## config.mk

```make
export PLATFORM = sky130hd
export DESIGN_NAME = ps2_keycode_src
export DESIGN_NICKNAME = d
export VERILOG_FILES = /design/src/rtl/ps2_keycode_src.sv
export SDC_FILE = /design/constraint.sdc
export NUM_CORES = 1
export LEC_CHECK = 0
export ABC_AREA = 1
export ABC_CLOCK_PERIOD_IN_PS = 5400
export CORE_UTILIZATION = 47
export CTS_CLUSTER_SIZE = 20
export DETAILED_ROUTE_END_ITERATION = 8
export SYNTH_ARGS = -nofsm -noshare
export SYNTH_HDL_FRONTEND = slang
export SYNTH_SLANG_ARGS = --single-unit
```

## constraint.sdc

```tcl
create_clock -name Clk -period 5.4 [get_ports Clk]
set_input_delay 1.08 -clock Clk [delete_from_list [all_inputs] [get_ports Clk]]
set_output_delay 1.08 -clock Clk [all_outputs]
set_load 0.1 [all_outputs]
```

## src/rtl/ps2_keycode_src.sv

```systemverilog
// ps2_keycode_src
//
// Receives PS/2 keyboard frames (start, 8 data bits LSB first, odd parity,
// stop), decodes scan code set 2 make/break sequences and presents the HID
// code of the currently held mapped key.
//
// Parameters:
//   TIMEOUT_CYCLES  Clk cycles without a PS/2 falling edge before an
//                   in-progress frame is abandoned.
//
// Configuration macro:
//   PS2_ARROW_KEYS_EN  when defined, the E0-prefixed arrow keys are mapped
//                      (E0 75/72/6B/74 -> 0x1A/0x16/0x04/0x07).
//
// Ports:
//   Clk        system clock, rising edge
//   Reset      synchronous, active-high
//   PS2_CLK    keyboard clock, asynchronous, idles high
//   PS2_DAT    keyboard data, asynchronous, idles high
//   keycode    HID code of the held mapped key, 0x00 when none
//   key_event  one-cycle pulse whenever keycode changes
//   frame_err  one-cycle pulse on parity, start/stop or timeout error
//
// Receiver states:
//   RX_IDLE   | waiting for a start bit
//   RX_DATA   | shifting in 8 data bits, LSB first
//   RX_PARITY | checking the odd parity bit
//   RX_STOP   | checking the stop bit, releasing the byte
//
// Decoder states:
//   DEC_BASE     | no prefix seen
//   DEC_GOT_E0   | extended prefix seen
//   DEC_GOT_F0   | break prefix seen
//   DEC_GOT_E0F0 | extended break prefix seen

module ps2_keycode_src #(
    parameter int unsigned TIMEOUT_CYCLES = 50000
) (
    input  logic       Clk,
    input  logic       Reset,
    input  logic       PS2_CLK,
    input  logic       PS2_DAT,
    output logic [7:0] keycode,
    output logic       key_event,
    output logic       frame_err
);

    localparam logic [31:0] TIMEOUT_VAL = 32'(TIMEOUT_CYCLES);

    typedef enum logic [1:0] {RX_IDLE, RX_DATA, RX_PARITY, RX_STOP} rx_state_t;
    typedef enum logic [1:0] {DEC_BASE, DEC_GOT_E0, DEC_GOT_F0, DEC_GOT_E0F0} dec_state_t;

    logic        clk_s1, clk_s2, clk_prev;
    logic        dat_s1, dat_s2;
    logic        ps2_fall;

    rx_state_t   rx_state;
    logic [2:0]  bit_cnt;
    logic [7:0]  shift_reg;
    logic [31:0] idle_cnt;
    logic        parity_err;
    logic        byte_valid;

    dec_state_t  dec_state, dec_next;
    logic [7:0]  hid;
    logic        is_make, is_break;

    function automatic logic [7:0] map_base(input logic [7:0] code);
        case (code)
            8'h1D:   map_base = 8'h1A;
            8'h1C:   map_base = 8'h04;
            8'h1B:   map_base = 8'h16;
            8'h23:   map_base = 8'h07;
            8'h5A:   map_base = 8'h28;
            8'h76:   map_base = 8'h29;
            default: map_base = 8'h00;
        endcase
    endfunction

    function automatic logic [7:0] map_ext(input logic [7:0] code);
`ifdef PS2_ARROW_KEYS_EN
        case (code)
            8'h75:   map_ext = 8'h1A;
            8'h72:   map_ext = 8'h16;
            8'h6B:   map_ext = 8'h04;
            8'h74:   map_ext = 8'h07;
            default: map_ext = 8'h00;
        endcase
`else
        map_ext = (code == code) ? 8'h00 : 8'h00;
`endif
    endfunction

    // Synchronizers; clk_prev holds the previous synchronized clock for
    // edge detection.
    always_ff @(posedge Clk) begin
        if (Reset) begin
            clk_s1   <= 1'b1;
            clk_s2   <= 1'b1;
            clk_prev <= 1'b1;
            dat_s1   <= 1'b1;
            dat_s2   <= 1'b1;
        end else begin
            clk_s1   <= PS2_CLK;
            clk_s2   <= clk_s1;
            clk_prev <= clk_s2;
            dat_s1   <= PS2_DAT;
            dat_s2   <= dat_s1;
        end
    end

    assign ps2_fall = clk_prev & ~clk_s2;

    always_ff @(posedge Clk) begin
        if (Reset) begin
            rx_state   <= RX_IDLE;
            bit_cnt    <= 3'd0;
            shift_reg  <= 8'h00;
            idle_cnt   <= 32'd0;
            parity_err <= 1'b0;
            byte_valid <= 1'b0;
            frame_err  <= 1'b0;
        end else begin
            byte_valid <= 1'b0;
            frame_err  <= 1'b0;
            if (rx_state == RX_IDLE) begin
                idle_cnt <= 32'd0;
                if (ps2_fall) begin
                    if (!dat_s2) begin
                        rx_state   <= RX_DATA;
                        bit_cnt    <= 3'd0;
                        shift_reg  <= 8'h00;
                        parity_err <= 1'b0;
                    end else begin
                        frame_err <= 1'b1;
                    end
                end
            end else if (ps2_fall) begin
                idle_cnt <= 32'd0;
                case (rx_state)
                    RX_DATA: begin
                        shift_reg <= {dat_s2, shift_reg[7:1]};
                        bit_cnt   <= bit_cnt + 3'd1;
                        if (bit_cnt == 3'd7)
                            rx_state <= RX_PARITY;
                    end
                    RX_PARITY: begin
                        // Odd parity: data bits plus parity bit must XOR to 1.
                        parity_err <= ~(^shift_reg ^ dat_s2);
                        rx_state   <= RX_STOP;
                    end
                    RX_STOP: begin
                        if (dat_s2 && !parity_err)
                            byte_valid <= 1'b1;
                        else
                            frame_err <= 1'b1;
                        rx_state <= RX_IDLE;
                    end
                    default: rx_state <= RX_IDLE;
                endcase
            end else if (idle_cnt >= TIMEOUT_VAL) begin
                rx_state  <= RX_IDLE;
                idle_cnt  <= 32'd0;
                frame_err <= 1'b1;
            end else begin
                idle_cnt <= idle_cnt + 32'd1;
            end
        end
    end

    // The received byte stays in shift_reg while byte_valid is high, since
    // the shift register is only cleared by the next start bit.
    always_comb begin
        dec_next = dec_state;
        hid      = 8'h00;
        is_make  = 1'b0;
        is_break = 1'b0;
        if (byte_valid) begin
            case (dec_state)
                DEC_BASE: begin
                    if (shift_reg == 8'hE0)
                        dec_next = DEC_GOT_E0;
                    else if (shift_reg == 8'hF0)
                        dec_next = DEC_GOT_F0;
                    else begin
                        hid     = map_base(shift_reg);
                        is_make = 1'b1;
                    end
                end
                DEC_GOT_E0: begin
                    if (shift_reg == 8'hF0)
                        dec_next = DEC_GOT_E0F0;
                    else begin
                        hid      = map_ext(shift_reg);
                        is_make  = 1'b1;
                        dec_next = DEC_BASE;
                    end
                end
                DEC_GOT_F0: begin
                    hid      = map_base(shift_reg);
                    is_break = 1'b1;
                    dec_next = DEC_BASE;
                end
                default: begin
                    hid      = map_ext(shift_reg);
                    is_break = 1'b1;
                    dec_next = DEC_BASE;
                end
            endcase
        end
    end

    // hid of 0x00 means unmapped; such codes leave keycode untouched.
    always_ff @(posedge Clk) begin
        if (Reset) begin
            dec_state <= DEC_BASE;
            keycode   <= 8'h00;
            key_event <= 1'b0;
        end else begin
            dec_state <= dec_next;
            key_event <= 1'b0;
            if (is_make && hid != 8'h00 && hid != keycode) begin
                keycode   <= hid;
                key_event <= 1'b1;
            end else if (is_break && hid != 8'h00 && keycode == hid) begin
                keycode   <= 8'h00;
                key_event <= 1'b1;
            end
        end
    end

endmodule

```

==> run summary, run 1 <==
status: finished clean
Placed Cells: 466
met2 GRT Util: 0.3091
most common cell in the netlist: nand2_1
crit-path cells: clkdlybuf4s50_1 > nor2_1 > inv_1 > nor2_1 > inv_1 > a21oi_1 > o21a_1
Async SR Flop Fraction: 0
max reg flops: 32
largest net degree at the start of global routing: 20
CTS root buf: clkbuf_8
die width: 81.98 microns
hold buffers post-CTS: 0
top-level port count: 14
grt met1 use: 0.2287
Comb pwr share: 0.148
post-cts resize count: 0
power density over the cells: 300.3 nW/um^2
crit start category: primary input
max incr delay on CP: 0.67 ns
met3 global-route usage: 0.04222
GRT Residual Overflow: 0
RSZ-0062 raised after global routing: no
Port Buf Inserts: 11
worst hold path cell count: 1
first-pass GRT wire length: 9.584 mm
Crit-path slowest cell: clkdlybuf4s50_1
number of global-route vias before repair: 2227
Finished Core Util: 0.5630
cell family with most CP delay: buffers and inverters
syn avg cell area: 8.148 sq um
Clock Sink Count: 62
WL per Instance: 11.00 microns
Post-synth top cells: nand2_1 (64), dfxtp_1 (62), inv_1 (40), nor2_1 (40), ha_1 (22)
Reg power frac: 0.483
RePlAce Congestion: 0.8183
fin crit share: 0.5500
Detail Placement HPWL: 3.971 mm
Least-Margin Pin Slew: 0.9787 ns
Synth-to-Final Area Change: 13.48%
FMAX: 336.7 MHz
Core Region: 6061 sq um
DP Area: 3236 sq um
Crit path arrival time: 3.25 ns
vias post-DR: 2311
Fin Hold WS: 0.4223 ns
postcts setup bufs: 0
Crit Path Max Fanout: 16
Syn. warnings: 0
WL final: 5.279 mm
EDFF count, synth: 0
Crit. path cell count: 7
Finished Layout Cells: 480
Finished Cell Area: 3412 sq um
final-layout fill cell count: 577
Cell variety after synth: 41
clock-pin slew of the registers on the worst-case setup and hold paths: 0.06 ns
H-tree depth: 3
CP Capture Type: register
aggregate global-route resource usage: 0.1890
Hold Path Class: reg -> reg
Worst Path Required: 5.68 ns
Synth area leader: dfxtp_1
initial core utilization: 0.4961
Worst-Skew Late Latency: 0.33 ns
internal power: 0.0007374 W
Max clock buf depth: 2
NetSw: 0.0002873 W
Peak VDD IR: 0.0002144 V
# nets final: 428
crit path buf inv count: 3
Worst Skew: 0.004994 ns
gr busiest metal: met2
reg2reg path depth: 15
Final ANT Viol Nets: 0
TritonRoute pass-1 iters: 4
Sw Share: 0.2804
Lkg Pwr: 1.409 nW
Final min period: 2.970 ns
vias per cell: 4.815
setup violators final: 0
Antenna diodes: 0
Mapped Cells: 369
CTS Buf Count: 9
max-slew violation count: 0
Post-Syn Area: 3007 sq um
initial antenna violation count: 0
layout cells sized above 1: 0.1383
Die ar.: 6721 sq um
Synth top area share: 0.4128
final hold violations: 0
max cap viols: 0
Clock power frac: 0.368
row cnt: 28
Crit Path Class: in -> reg
Primary FF master, synth: dfxtp_1
number of remaining DRC errors: 0
CTS tree: yes
register area share after synthesis: 0.4128
slew margin rel.: 0.3455
die height: 81.98 microns
Iteration-0 DRC Markers: 74
dominant cells by area after synthesis: dfxtp_1 (41%), ha_1 (9.2%), nand2_1 (8.0%)
register bit total from synthesis: 62
Fin Setup TNS: 0 ns
stage by stage:
stage | worst slack, ns | power (W)
3_5_place_dp | 2.017 | 0.0006586
4_1_cts | 2.388 | 0.001040
5_1_grt | 2.113 | 0.001082
3_3_place_gp | 2.127 | 0.0006562
2_1_floorplan | 3.348 | 0.0006239
6_report | 2.430 | 0.001025
area by class of cell:
type	count	area [sq um]	area share
inverters	46	172.7	0.05061
multi-input cells	272	1618	0.4741
flip-flops and latches	62	1241	0.3638
clock buffers	9	123.9	0.03630
well taps	75	93.84	0.02750
clock inverters	5	52.55	0.01540
repair buffers	11	110.1	0.03227
layer usage:
| layer | vias to the layer above | wire, microns |
|---|---|---|
| met5 | - | 0 |
| met3 | 11 | 114 |
| met4 | 0 | 116 |
| li1 | 1244 | - |
| met2 | 23 | 2344 |
| met1 | 1033 | 2703 |
final timing paths:
check                    start  slack [ns]      endpoint
setup reg to reg  shift_reg[2]        3.16    keycode[0]
hold reg to reg         dat_s1        0.42        dat_s2
hold / removal          dat_s1        0.42        dat_s2
setup / recovery         Reset        2.43  idle_cnt[13]
cell usage in the layout, fill, tap and decap left out, types with 6 or more instances in the layout:
master	n
nand2_1	64
clkdlybuf4s50_1	11
nand4_1	10
o21ai_0	7
conb_1	18
nand2_2	7
or2_2	8
xnor2_1	6
clkbuf_8	9
a21oi_1	18
ha_1	22
nand3_1	21
a22oi_1	7
inv_1	40
dfxtp_1	62
inv_2	6
nor2_1	40
logic make-up after synthesis:
group                      Yosys count  synth area share
AOI/OAI and AO/OA                   49            0.1045
xor gates and xnor gates            10           0.02913
adders and majority gates           22           0.09155
buffers and inverters               52           0.07032
DFF                                 62            0.4128
other                                1          0.001247
and+or+nand+nor                    173            0.2905
power groups by stage:
stage                     Combinational (W)  Clock [W]  Sequential, W
after floorplan                    0.000106          0       0.000518
after global placement             0.000151          0       0.000505
after detailed placement           0.000153          0       0.000505
after CTS                          0.000154   0.000390       0.000495
after global routing               0.000173   0.000411       0.000498
final                              0.000152   0.000377       0.000495
No activity file was read; power rests on OpenSTA's default activity.
==> run 2: changes to the inputs <==
--- a/config.mk
+++ b/config.mk
@@ -6,10 +6,11 @@
 export NUM_CORES = 1
 export LEC_CHECK = 0
 export ABC_AREA = 1
-export ABC_CLOCK_PERIOD_IN_PS = 5400
+export ABC_CLOCK_PERIOD_IN_PS = 2700
 export CORE_UTILIZATION = 47
 export CTS_CLUSTER_SIZE = 20
 export DETAILED_ROUTE_END_ITERATION = 8
+export PLACE_DENSITY = 0.67
 export SYNTH_ARGS = -nofsm -noshare
 export SYNTH_HDL_FRONTEND = slang
 export SYNTH_SLANG_ARGS = --single-unit
==> constraint.sdc (replaced) <==
create_clock -name Clk -period 2.7 [get_ports Clk]
set_input_delay 0.54 -clock Clk [delete_from_list [all_inputs] [get_ports Clk]]
set_output_delay 0.54 -clock Clk [all_outputs]
set_load 0.1 [all_outputs]
==> run 2 against run 1 <==
  * Via count is 1.4% higher
  * Die area stayed put
  * Core utilization is 0.52 points higher
  * Register-to-register slack worse by 2.6 ns
  * Global-route usage is 0.59 points lower
  * Final area is 0.92% higher
  * Critical endpoint is now keycode[1]
  * Largest cell class unchanged
  * Largest power group unchanged
==> run summary, run 2 (synthesis gave the netlist of run 1 again) <==
cell family with most CP delay: simple AND/OR/NAND/NOR gates
post-cts resize count: 0 (unchanged)
postcts setup bufs: 0 (unchanged)
number of global-route vias before repair: 2132 (-4.3%)
top-level port count: 14 (unchanged)
max-slew violation count: 0 (unchanged)
vias post-DR: 2344 (+1.4%)
CP Capture Type: register
Max clock buf depth: 2 (unchanged)
die height: 81.98 microns (unchanged)
pre-CTS WS: 0.5485 ns (-1.468 ns)
worst reg-to-reg setup slack: 0.51 ns (-2.65 ns)
Iteration-0 DRC Markers: 72 (-2.7%)
crit start category: register
Worst Skew: 0.006417 ns (+0.001422 ns)
vias per cell: 4.833 (+0.38%)
power density over the cells: 617.1 nW/um^2 (+110%)
Placed Cells: 469 (+0.64%)
crit path buf inv count: 3 (unchanged)
Lkg Pwr: 1.450 nW (+2.9%)
Peak VDD IR: 0.0005583 V (+160%)
first-pass GRT wire length: 9.170 mm (-4.3%)
max reg flops: 32 (unchanged)
Worst-Skew Late Latency: 0.34 ns (about the same)
Crit Path Class: reg -> reg
Crit path arrival time: 2.42 ns (-0.83 ns)
layout cells sized above 1: 0.1683 (+0.03002)
Hold Path Class: reg -> reg
most common cell after layout, fill and taps aside: nand2_1
crit-path cells: inv_1 > ha_1 > nand2_2 > inv_2 > nand2_2 > nand3_2 > nand2_4 > nand2_2 > nand2_1 > nand2_1 > inv_1 > nand2_1 > nor2_1 > nand3_2 > nand3_1 > a21oi_1
die width: 81.98 microns (unchanged)
aggregate global-route resource usage: 0.1831 (-0.005865)
max cap viols: 0 (unchanged)
Comb pwr share: 0.145 (-0.003)
Core Region: 6061 sq um (unchanged)
internal power: 0.001508 W (+100%)
Finished Layout Cells: 485 (+1.0%)
final-layout fill cell count: 540 (-6.4%)
Sw Share: 0.2901 (+0.009782)
row cnt: 28 (unchanged)
CTS root buf: clkbuf_8
FF/Latch Area: 1241 sq um (unchanged)
RePlAce Congestion: 0.8078 (-1.3%)
Crit Path Max Fanout: 19 (+3)
Detail Placement HPWL: 3.920 mm (-1.3%)
commonest non-fill, non-tap cells in the layout: nand2_1 (64), dfxtp_1 (62), inv_1 (40), nor2_1 (40), ha_1 (22)
NetSw: 0.0006165 W (+110%)
reg2reg path depth: 16 (+1)
area of the multi-input gates: 1618 sq um (unchanged)
setup violators final: 0 (unchanged)
Clock Sink Count: 62 (unchanged)
RSZ-0062 raised after global routing: no
WHS Endpoint: clk_s2
Final min period: 2.188 ns
largest net degree at the start of global routing: 20 (unchanged)
worst hold path cell count: 1 (unchanged)
CTS Buf Count: 9 (unchanged)
Finished Cell Area: 3443 sq um (+0.92%)
Crit-path slowest cell: dfxtp_1
max incr delay on CP: 0.39 ns (-0.28 ns)
fin crit share: 0.8105
CTS tree: yes
hold buffers post-CTS: 0 (unchanged)
clock-pin slew of the registers on the worst-case setup and hold paths: 0.07 ns (about the same)
Port Buf Inserts: 11 (unchanged)
Die ar.: 6721 sq um (unchanged)
DP Area: 3238 sq um (about the same)
WL per Instance: 11.03 microns (+0.26%)
Reg-to-Reg Start: shift_reg[2]
Synth-to-Final Area Change: 14.52%
final hold violations: 0 (unchanged)
initial core utilization: 0.4961 (unchanged)
Fin Setup TNS: 0 ns (unchanged)
WL final: 5.348 mm (+1.3%)
FMAX: 456.9 MHz
TritonRoute pass-1 iters: 4 (unchanged)
Antenna diodes: 0 (unchanged)
Hold Startpoint: clk_s1
GRT Residual Overflow: 0 (unchanged)
Worst R2R End: keycode[1]
# nets final: 431 (+0.70%)
status: finished clean
initial antenna violation count: 0 (unchanged)
number of remaining DRC errors: 0 (unchanged)
Final ANT Viol Nets: 0 (unchanged)
Clock power frac: 0.389 (+0.021)
Final WS setup: 0.5115 ns (-1.919 ns)
H-tree depth: 3 (unchanged)
Reg power frac: 0.466 (-0.017)
Pwr Total: 0.002125 W (+110%)
Worst Path Required: 2.93 ns (-2.75 ns)
==> run 2: cell types whose count changed in the layout (fill, tap and decap cells not counted), sizes merged <==
cell / change
clkdlybuf4s50: -8
clkinv: -1
inv: +3
buf: +11
==> run 2: power groups by stage <==
stage	Sequential [W]	Clock (W)	Combinational, W
floorplan	0.00104	0	0.000213
global placement	0.00101	0	0.000307
detailed placement	0.00101	0	0.000307
CTS	0.000991	0.000853	0.000309
global route	0.000996	0.000895	0.000352
finish	0.000991	0.000826	0.000308
==> run 2: how the worst max path moves through the flow <==
stage / startpoint / end / slack (ns) / depth (start not counted)
2_1_floorplan: shift_reg[2] / keycode[1] / 0.75 / 15
3_3_place_gp: shift_reg[2] / keycode[5] / 0.57 / 16
3_5_place_dp: shift_reg[2] / keycode[5] / 0.55 / 15
4_1_cts: shift_reg[2] / keycode[5] / 0.52 / 15
5_1_grt: shift_reg[2] / keycode[5] / 0.24 / 15
6_report: shift_reg[2] / keycode[1] / 0.51 / 16
==> run 2: per-layer routing <==
layer,vias up,part of all wire,global-route usage
met4,0,0.020,0.1053
met2,31,0.46,0.2868
li1,1255,-,-
met5,-,0,0
met1,1049,0.49,0.2243
met3,9,0.031,0.05000
==> run 2: worst reg2reg max path, stage by stage (launching register included) <==
cell	delay [ns]
dfxtp_1	0.39
inv_1	0.09
ha_1	0.23
nand2_2	0.10
inv_2	0.05
nand2_2	0.07
nand3_2	0.10
nand2_4	0.21
nand2_2	0.11
nand2_1	0.07
nand2_1	0.07
inv_1	0.05
nand2_1	0.04
nor2_1	0.13
nand3_2	0.17
nand3_1	0.13
a21oi_1	0.07
==> run 2: final cells by class <==
class / count / share of cell area
clock buffer: 9 / 0.03597
multi-input combinational: 272 / 0.4698
clock inverter: 7 / 0.02362
tap: 75 / 0.02725
inverter: 46 / 0.05015
sequential: 62 / 0.3605
timing repair buffer: 14 / 0.03270
==> run 2: metrics by stage <==
| step | hold slack [ns] | utilization |
|---|---|---|
| finish | 0.4184 | 0.5681 |
| global placement | 0.4005 | 0.5343 |
| CTS | 0.4192 | 0.5681 |
| global route | 0.4409 | 0.5681 |
| floorplan | 0.3895 | - |
| detailed placement | 0.4020 | 0.5343 |
==> run 3: changes to the inputs <==
--- a/config.mk
+++ b/config.mk
@@ -6,7 +6,7 @@
 export NUM_CORES = 1
 export LEC_CHECK = 0
 export ABC_AREA = 1
-export ABC_CLOCK_PERIOD_IN_PS = 2700
+export ABC_CLOCK_PERIOD_IN_PS = 2000
 export CORE_UTILIZATION = 47
 export CTS_CLUSTER_SIZE = 20
 export DETAILED_ROUTE_END_ITERATION = 8
==> constraint.sdc (replaced) <==
create_clock -name Clk -period 2 [get_ports Clk]
set_input_delay 0.4 -clock Clk [delete_from_list [all_inputs] [get_ports Clk]]
set_output_delay 0.4 -clock Clk [all_outputs]
set_load 0.1 [all_outputs]
==> run 3 against run 2 <==
  * The flow now finishes with violations (setup timing)
  * Die area did not move
  * Non-clock buffer count rose by 31
  * Fmax rose by 6.6%
  * Worst setup slack got worse by 0.56 ns
  * Routed wire length rose by 20%
  * Via count rose by 9.6%
  * Count of clock-buffer cells in the layout rose by 2
  * Clock power rose by 28%
  * Sequential share of layout area fell by 4.6 points
  * Sequential cell count did not move
  * First-iteration DRC count rose by 8.3%
  * Largest cell class unchanged
==> run summary, run 3 (synthesis gave the netlist of run 1 again) <==
row cnt: 28 (unchanged)
Final ANT Viol Nets: 0 (unchanged)
power density over the cells: 725.8 nW/um^2 (+18%)
CTS tree: yes
H-tree depth: 3 (unchanged)
final hold violations: 0 (unchanged)
Synth-to-Final Area Change: 33.33%
Iteration-0 DRC Markers: 78 (+8.3%)
FMAX: 487.1 MHz (+6.6%)
Hold Startpoint: dat_s1
WL final: 6.429 mm (+20%)
vias post-DR: 2568 (+9.6%)
crit start category: register
largest net degree at the start of global routing: 16 (-20%)
RePlAce Congestion: 0.8128 (+0.62%)
Max clock buf depth: 2 (unchanged)
max-slew violation count: 0 (unchanged)
# nets final: 462 (+7.2%)
Detail Placement HPWL: 4.064 mm (+3.7%)
Fin Hold WS: 0.4260 ns (+0.007574 ns)
Reg-to-Reg Start: shift_reg[4]
crit path launch: shift_reg[4]
max cap viols: 0 (unchanged)
CTS root buf: clkbuf_8
status: complete, but fails checks
TritonRoute pass-1 iters: 4 (unchanged)
Pwr Total: 0.002910 W (+37%)
commonest non-fill, non-tap cells in the layout: dfxtp_1 (54), nand2_1 (50), buf_4 (38), inv_1 (32), nor2_1 (30)
Core Region: 6061 sq um (unchanged)
initial core utilization: 0.4961 (unchanged)
Crit path arrival time: 2.32 ns (-0.10 ns)
GRT Residual Overflow: 0 (unchanged)
Port Buf Inserts: 11 (unchanged)
Crit Path Class: reg -> reg
number of global-route vias before repair: 2273 (+6.6%)
Worst Path Required: 2.27 ns (-0.66 ns)
Antenna diodes: 0 (unchanged)
clock-pin slew of the registers on the worst-case setup and hold paths: 0.06 ns (about the same)
Die ar.: 6721 sq um (unchanged)
failing checks: setup timing
number of remaining DRC errors: 0 (unchanged)
aggregate global-route resource usage: 0.1926 (+0.009535)
setup violators final: 7 (+7)
die width: 81.98 microns (unchanged)
Worst-Skew Late Latency: 0.34 ns (about the same)
die height: 81.98 microns (unchanged)
max reg flops: 32 (unchanged)
CP Capture Type: register
fin crit share: 1.027 (+0.2160)
CTS Buf Count: 9 (unchanged)
top-level port count: 14 (unchanged)
most common cell after layout, fill and taps aside: dfxtp_1
Crit Path Max Fanout: 7 (-12)
Worst Skew: 0.006946 ns (+0.0005294 ns)
initial antenna violation count: 0 (unchanged)
Clock Sink Count: 62 (unchanged)
Peak VDD IR: 0.0007509 V (+34%)
Final min period: 2.053 ns (-0.1353 ns)
Final WS setup: -0.05312 ns (-0.5647 ns)
Hold Path Class: reg -> reg
vias per cell: 4.986 (+3.2%)
RSZ-0062 raised after global routing: yes
first-pass GRT wire length: 9.687 mm (+5.6%)
hold buffers post-CTS: 0 (unchanged)
WL per Instance: 12.48 microns (+13%)
layout cells sized above 1: 0.3614 (+0.1931)
Lkg Pwr: 1.639 nW (+13%)
-- run 3: per-stage QoR --
stage / worst slack, ns / area, sq um / std cells / setup TNS, ns / util
3_3_place_gp: 0.02992 / 3291 / 476 / 0 / 0.5429
6_report: -0.05312 / 4009 / 515 / -0.2964 / 0.6614
4_1_cts: 0.003488 / 3598 / 501 / 0 / 0.5937
5_1_grt: -0.1604 / 4009 / 515 / -1.067 / 0.6614
3_5_place_dp: -0.03117 / 3291 / 476 / -0.1679 / 0.5429
2_1_floorplan: 0.05120 / 3070 / 386 / 0 / -
-- run 3: cell type report --
| type | instances | area, sq um |
|---|---|---|
| timing repair buffer | 45 | 360.3 |
| clock inverter | 4 | 47.55 |
| inverter | 46 | 180.2 |
| clock buffer | 11 | 141.4 |
| sequential | 62 | 1261 |
| fill | 480 | 2052 |
| tap | 75 | 93.84 |
| multi-input combinational | 272 | 1924 |
-- run 3: routing by layer --
metal / GRT usage / vias to the layer above / part of all wire
li1: - / 1318 / -
met1: 0.2296 / 1202 / 0.46
met2: 0.3190 / 34 / 0.49
met3: 0.04556 / 14 / 0.024
met4: 0.1018 / 0 / 0.022
met5: 0 / - / 0
-- run 3: where the power goes --
group | switching [W] | leakage [nW] | total [W] | internal, W
logic | 0.000311 | 1.03 | 0.000504 | 0.000194
registers | 0.0000432 | 0.513 | 0.00134 | 0.00130
clock network | 0.000463 | 0.0952 | 0.00106 | 0.000598
-- run 3: worst paths after layout --
| path | endpoint | cells after the start | slack (ns) |
|---|---|---|---|
| hold reg to reg | dat_s2 | 1 | 0.43 |
| setup reg to reg | keycode[3] | 16 | -0.05 |
| hold / removal | dat_s2 | 1 | 0.43 |
| setup / recovery | keycode[3] | 16 | -0.05 |
-- run 3: critical path, cell delays in order (launching register included) --
cell and delay [ns]:
dfxtp_4 0.41, inv_4 0.05, ha_4 0.16, nand2_4 0.10, inv_4 0.05, nand2_4 0.07
nand3_4 0.08, nand2_4 0.10, buf_6 0.14, nand2_4 0.07, nand2_1 0.09, nand2_2 0.07
nor2_4 0.09, nand3_4 0.14, nand2_8 0.14, nand3_2 0.08, a21oi_1 0.15
-- run 3: repair_timing --
| item | in CTS | in global routing |
|---|---|---|
| endpoints found under the setup margin | 6 | 10 |
| pin swaps | 11 | 37 |
| resized for setup | 19 | 80 |
| buffers inserted | 10 | 14 |
| cloned | 0 | 0 |
